===== config.mk =====
export PLATFORM = sky130hd
export DESIGN_NAME = adder_3bit
export DESIGN_NICKNAME = d
export VERILOG_FILES = /design/src/rtl/adder_pkg.sv /design/src/rtl/adder_3bit_full_adder.sv /design/src/rtl/adder_3bit.sv
export SDC_FILE = /design/constraint.sdc
export NUM_CORES = 1
export LEC_CHECK = 0
export CAP_MARGIN = 40
export CORE_AREA = 2 2 39 41
export DETAILED_ROUTE_END_ITERATION = 8
export DIE_AREA = 0 0 41 43
export PLACE_DENSITY = 0.52
export SETUP_SLACK_MARGIN = 0.3
export SLEW_MARGIN = 20
export SYNTH_ARGS = -nofsm -noshare
export SYNTH_HDL_FRONTEND = slang
export SYNTH_HIERARCHICAL = 1
export SYNTH_SLANG_ARGS = --single-unit

===== constraint.sdc =====
create_clock -name clk -period 3.1 [get_ports clk]
set_input_delay 0.465 -clock clk [delete_from_list [all_inputs] [get_ports clk]]
set_output_delay 0.465 -clock clk [all_outputs]
set_load 0.01 [all_outputs]

===== src/rtl/adder_pkg.sv =====
// Shared definitions for the 3-bit ripple-carry adder.
//   ADDER_WIDTH : operand width the block is built and verified at
//   operand_t   : operand type
//   ref_sum()   : behavioural reference {cout,s} = a + b + cin
package adder_pkg;

    localparam int ADDER_WIDTH = 3;

    typedef logic [ADDER_WIDTH-1:0] operand_t;

    function automatic logic [ADDER_WIDTH:0] ref_sum(
        input operand_t a,
        input operand_t b,
        input logic     cin
    );
        return {1'b0, a} + {1'b0, b} + {{ADDER_WIDTH{1'b0}}, cin};
    endfunction

endpackage


===== src/rtl/adder_3bit_full_adder.sv =====
// One-bit full adder cell, the leaf of the ripple-carry chain.
//   a, b : operand bits
//   cin  : carry in from the next-lower bit
//   s    : sum bit
//   cout : carry out to the next-higher bit
module full_adder (
    input  logic a,
    input  logic b,
    input  logic cin,
    output logic s,
    output logic cout
);

    logic p;

    assign p    = a ^ b;
    assign s    = p ^ cin;
    assign cout = (a & b) | (cin & p);

endmodule


===== src/rtl/adder_3bit.sv =====
// 3-bit ripple-carry adder with carry-in, carry-out and signed overflow,
// plus a one-cycle registered copy of all results.
//   clk    : system clock, rising edge
//   rst_n  : asynchronous active-low reset (clears registered outputs only)
//   a, b   : unsigned operands
//   cin    : carry in
//   s      : combinational sum bits
//   cout   : combinational carry out
//   ovf    : combinational signed overflow (carry into MSB ^ carry out of MSB)
//   s_q, cout_q, ovf_q : registered s/cout/ovf, captured every rising clk
module adder_3bit
    import adder_pkg::*;
#(
    parameter int WIDTH = ADDER_WIDTH
) (
    input  logic             clk,
    input  logic             rst_n,
    input  logic [WIDTH-1:0] a,
    input  logic [WIDTH-1:0] b,
    input  logic             cin,
    output logic [WIDTH-1:0] s,
    output logic             cout,
    output logic             ovf,
    output logic [WIDTH-1:0] s_q,
    output logic             cout_q,
    output logic             ovf_q
);

    // c[i] is the carry into bit i; c[WIDTH] is the final carry out.
    logic [WIDTH:0] c;

    assign c[0] = cin;

    generate
        for (genvar i = 0; i < WIDTH; i++) begin : g_fa
            full_adder u_fa (
                .a    (a[i]),
                .b    (b[i]),
                .cin  (c[i]),
                .s    (s[i]),
                .cout (c[i+1])
            );
        end
    endgenerate

    assign cout = c[WIDTH];
    assign ovf  = c[WIDTH-1] ^ c[WIDTH];

    always_ff @(posedge clk or negedge rst_n) begin
        if (!rst_n) begin
            s_q    <= '0;
            cout_q <= 1'b0;
            ovf_q  <= 1'b0;
        end else begin
            s_q    <= s;
            cout_q <= cout;
            ovf_q  <= ovf;
        end
    end

endmodule


## Word level (Yosys, flattened, before mapping)

Cells that the tools add are included.

| word-level totals | value |
|---|---|
| register bits | 5 |
| input bits | 9 |
| output and inout bits | 10 |
| word-level logic and storage cells | 19 |

| operators by class | value |
|---|---|
| bitwise gates (word level) | 16 |

Operators with widths:

| operator | count |
|---|---|
| 1-bit XOR | 7 |
| 1-bit AND | 6 |
| 1-bit bitwise OR | 3 |

## Depth between registers and ports, before layout

Gate-level depths: netlist (run 1).

| logic depth | value |
|---|---|
| word-level depth | 8 |
| mapped depth | 4 |
| depth with buffers taken out | 4 |

## Modules after synthesis

The synthesis (run 1) kept the hierarchy.

Modules (own cells, without submodules):

| module | times used | cells each | area an instance (um^2) | seq. area each (um^2) |
|---|---|---|---|---|
| adder_3bit | 1 | 6 | 133.9 | 125.1 |
| full_adder | 3 | 1 | 20.0 | 0.0 |

## Least setup slack after synthesis (run 1)

OpenSTA, ideal clock, no wires.

| timing | value |
|---|---|
| kind | input to output |
| start point | input a[0] |
| end point | output ovf |
| data arrival time | 2.061 ns |
| required time | 2.635 ns |
| path slack | 0.574 ns |
| stages on the path | 4 |
| buffers on the path | 0 |
| path through | fa_1 -> fa_1 -> fa_1 -> xor2_1 |

| on the way | value |
|---|---|
| word-level cells in the longest chain between the ends | 8 |
| elaborated cells on any way between the ends | 9 |
| those cells by class | 9 x bitwise |

RTL lines:

| element | RTL line | RTL |
|---|---|---|
| from (decl) | adder_3bit.sv:18 | `input logic [WIDTH-1:0] a,` |
| 1-bit XOR | adder_3bit_full_adder.sv:16 | `assign p = a ^ b;` |
| 1-bit AND | adder_3bit_full_adder.sv:18 | `assign cout = (a & b) \| (cin & p);` |
| 1-bit bitwise OR (*) | adder_3bit_full_adder.sv:18 |  |
| 1-bit AND (*) | adder_3bit_full_adder.sv:18 |  |
| 1-bit bitwise OR (*) | adder_3bit_full_adder.sv:18 |  |
| net c[2] | adder_3bit.sv:30 | `logic [WIDTH:0] c;` |
| 1-bit AND (*) | adder_3bit_full_adder.sv:18 |  |
| 1-bit bitwise OR (*) | adder_3bit_full_adder.sv:18 |  |
| net cout | adder_3bit.sv:22 | `output logic cout,` |
| 1-bit XOR (*) | adder_3bit.sv:47 | `assign ovf = c[WIDTH-1] ^ c[WIDTH];` |
| to (decl) | adder_3bit.sv:23 | `output logic ovf,` |

The timed path passes the listed nets; every way through them passes the cells marked *.

## Worst setup path in the final report (run 1)

| timing | value |
|---|---|
| start point | input cin |
| end point | output ovf |

| on the way | value |
|---|---|
| word-level cells in the longest chain between the ends | 7 |

RTL lines:

| element | RTL line | RTL |
|---|---|---|
| from (decl) | adder_3bit.sv:20 | `input logic cin,` |
| 1-bit AND (*) | adder_3bit_full_adder.sv:18 |  |
| 1-bit bitwise OR (*) | adder_3bit_full_adder.sv:18 |  |
| net c[1] | adder_3bit.sv:30 |  |
| 1-bit AND (*) | adder_3bit_full_adder.sv:18 |  |
| 1-bit bitwise OR (*) | adder_3bit_full_adder.sv:18 |  |
| net c[2] | adder_3bit.sv:30 |  |
| 1-bit AND | adder_3bit_full_adder.sv:18 |  |
| 1-bit bitwise OR | adder_3bit_full_adder.sv:18 |  |
| 1-bit XOR (*) | adder_3bit.sv:47 |  |

Marked as above.

==> flow_summary.ini, run 1 <==
[clocking]
cts_num_sinks = 5
clock_path_buffers = 2
root_buffer = clkbuf_4
cts_tree = yes
htree_levels = 1
cts-hold-fix-buffers = 0
clk_transition_reported_paths_ns = 0.04
cts_buffers = 3

[power]
p_leak_nw = 0.2156
p_per_area_mw_per_mm2 = 521.4
vdd_drop_max_mv = 0.1412

[floorplanning]
die_y_um = 43
num_rows = 14
die_w_um = 41
die_area_mm2 = 0.001763
core_area_mm2 = 0.001384
start_util = 0.1401
pin_count = 19

[sta]
slew_headroom = 0.8623
slew_violations = 0
layout_min_cycle_time_ns = 2.675
max_freq_ghz = 0.3739
rsz0062_at_grt = no
setup_viol = 0
tightest_slew_ns = 0.2059
hold_viol_final = 0
period_share = 0.8627
setup-tns-final_ns = 0

[synthesis]
syn_inst = 9
synth_compound_area_frac = 0
synth_area_um2 = 193.9
synth_fa_ha_area_frac = 0.3097
synth_area_leaders = dfrtp_1 65%, fa_1 31%, xor2_1 4.5%
synth.top_cell.area_share = 0.6452
yosys.area_share.xor_xnor = 0.04516
yosys_warnings = 6
synth-simple-area-share = 0
synth.largest_area_cell = dfrtp_1
synth_cell_types = 3
synthMuxAreaShare = 0
synth_top_family_by_area = adder cells
seq_area_frac_synth = 0.6452
avgSynthCellArea_um2 = 21.55
synth_nets = 21
ys_seq_elements = 5

[setup_path]
cp_max_fo = 2
cp-start-kind = input pin
worstSetupEndpointType = output pin
criticalPathCategory = input pin to output pin
cp.required_ns = 2.63
worst_ep_arrival_time_ns = 2.21

[routing]
via_per_inst = 3.574
postRouteAntennaNets = 0
first_pass_iters = 2
wl_um = 600
wire_per_inst_um = 11.11
drt_iter0_markers = 5
vias = 193
drc = 0

[global_routing]
grt_pass1_wl_um = 959
grt_pass1_vias = 210
grt_overflow = 0
antenna_found_initial = 0
grt_max_degree = 6
grt_use_total = 0.09229

[cells_and_area]
syn2layout_area_growth_pct = 143.2
fin_cells = 54
final_net_count = 51
utilization = 0.3409
drive_gt1_frac = 0.4474
diodes = 0
final_area_um2 = 471.7

[flow_run]
cap_violations = 0

[place]
placed_cell_area_um2 = 416.7
dp.cells = 46
port_buffers = 18
gp_congestion = 0.6027

[hold_path]
hp-class = input pin to async pin

[status]
status = complete, no violations
## state kept, by name, indices dropped and copies added, names as in the netlist
name,count
ovf_q,1
s_q,3
cout_q,1
## repair_timing
| item | in CTS | in global routing |
|---|---|---|
| pin swaps | 4 | 4 |
| setup buffers | 2 | 2 |
| endpoints found under the setup margin | 4 | 3 |
| resized for setup | 18 | 2 |
## placed cells by master (no fill, tap or decap)
cell type / n
dlymetal6s2s_1: 1
dlygate4sd2_1: 3
xor2_2: 1
dfrtp_1: 5
clkbuf_1: 1
clkbuf_4: 3
buf_4: 7
clkdlybuf4s50_1: 11
buf_2: 3
fa_2: 3
## synth_stat cells (all sizes together)
| master | count |
|---|---|
| dfrtp | 5 |
| fa | 3 |
| xor2 | 1 |
## area by class of cell
class	instances	area (um^2)
fill	149	912.1
timing repair buffer	25	216.5
sequential	5	125.1
multi-input combinational	4	83.83
clock buffer	4	26.28
tap	16	20.02
## power breakdown
part,internal [mW],total [mW],switching (mW)
Sequential,0.0759,0.0782,0.00231
Clock,0.0486,0.0736,0.0250
Combinational,0.0586,0.0942,0.0356
Total,0.183,0.246,0.0629
## layer usage
metal / up-vias / part of all wire / global-route usage
li1: 83 / - / -
met1: 87 / 0.32 / 0.08638
met2: 21 / 0.48 / 0.1313
met3: 2 / 0.18 / 0.05759
met4: 0 / 0.027 / 0.08000
met5: - / 0 / 0
## worst paths after layout
check,startpoint,to,slack (ns),depth (start not counted)
setup / recovery,cin,ovf,0.43,6
hold / removal,rst_n,cout_q$_DFF_PN0_,0.44,1
max in group asynchronous,rst_n,s_q[0]$_DFF_PN0_,2.49,1
min in group clk,a[0],s_q[0]$_DFF_PN0_,0.60,2
## through the flow
step / setup slack, ns / hold WS, ns / power, mW
after detailed placement: -0.3414 / 0.6920 / 0.1680
after global routing: 0.3664 / 0.4402 / 0.2674
final: 0.4255 / 0.4376 / 0.2460
after global placement: -0.3025 / 0.6885 / 0.1656
after CTS: 0.2831 / 0.4357 / 0.2443
after floorplan: 0.5744 / 0.1694 / 0.1047
## cell families (layout without fill, tap and decap cells)
family | Yosys count | count (layout)
XOR/XNOR | 1 | 1
adder cells (fa/ha/maj) | 3 | 3
buffers and inverters | 0 | 29
flip-flops | 5 | 5
## worst max-delay path, cell delays in order
cell           delay [ns]
dlygate4sd2_1        0.26
fa_2                 0.40
fa_2                 0.36
fa_2                 0.38
xor2_2               0.19
buf_2                0.15
(Power assumes the default switching activity.)
==> run 2: changes to the inputs <==
--- a/config.mk
+++ b/config.mk
@@ -5,7 +5,7 @@
 export SDC_FILE = /design/constraint.sdc
 export NUM_CORES = 1
 export LEC_CHECK = 0
-export CAP_MARGIN = 40
+export CAP_MARGIN = 25
 export CORE_AREA = 2 2 39 41
 export DETAILED_ROUTE_END_ITERATION = 8
 export DIE_AREA = 0 0 41 43
==> results of run 2 <==
No change in the layout: final DEF, timing and power equal those of run 1.
==> run 3: changes to the inputs <==
--- a/config.mk
+++ b/config.mk
@@ -9,6 +9,7 @@
 export CORE_AREA = 2 2 39 41
 export DETAILED_ROUTE_END_ITERATION = 8
 export DIE_AREA = 0 0 41 43
+export HOLD_SLACK_MARGIN = 0.06
 export PLACE_DENSITY = 0.52
 export SETUP_SLACK_MARGIN = 0.3
 export SLEW_MARGIN = 20
==> results of run 3 <==
No change in the layout: final DEF, timing and power equal those of run 1.
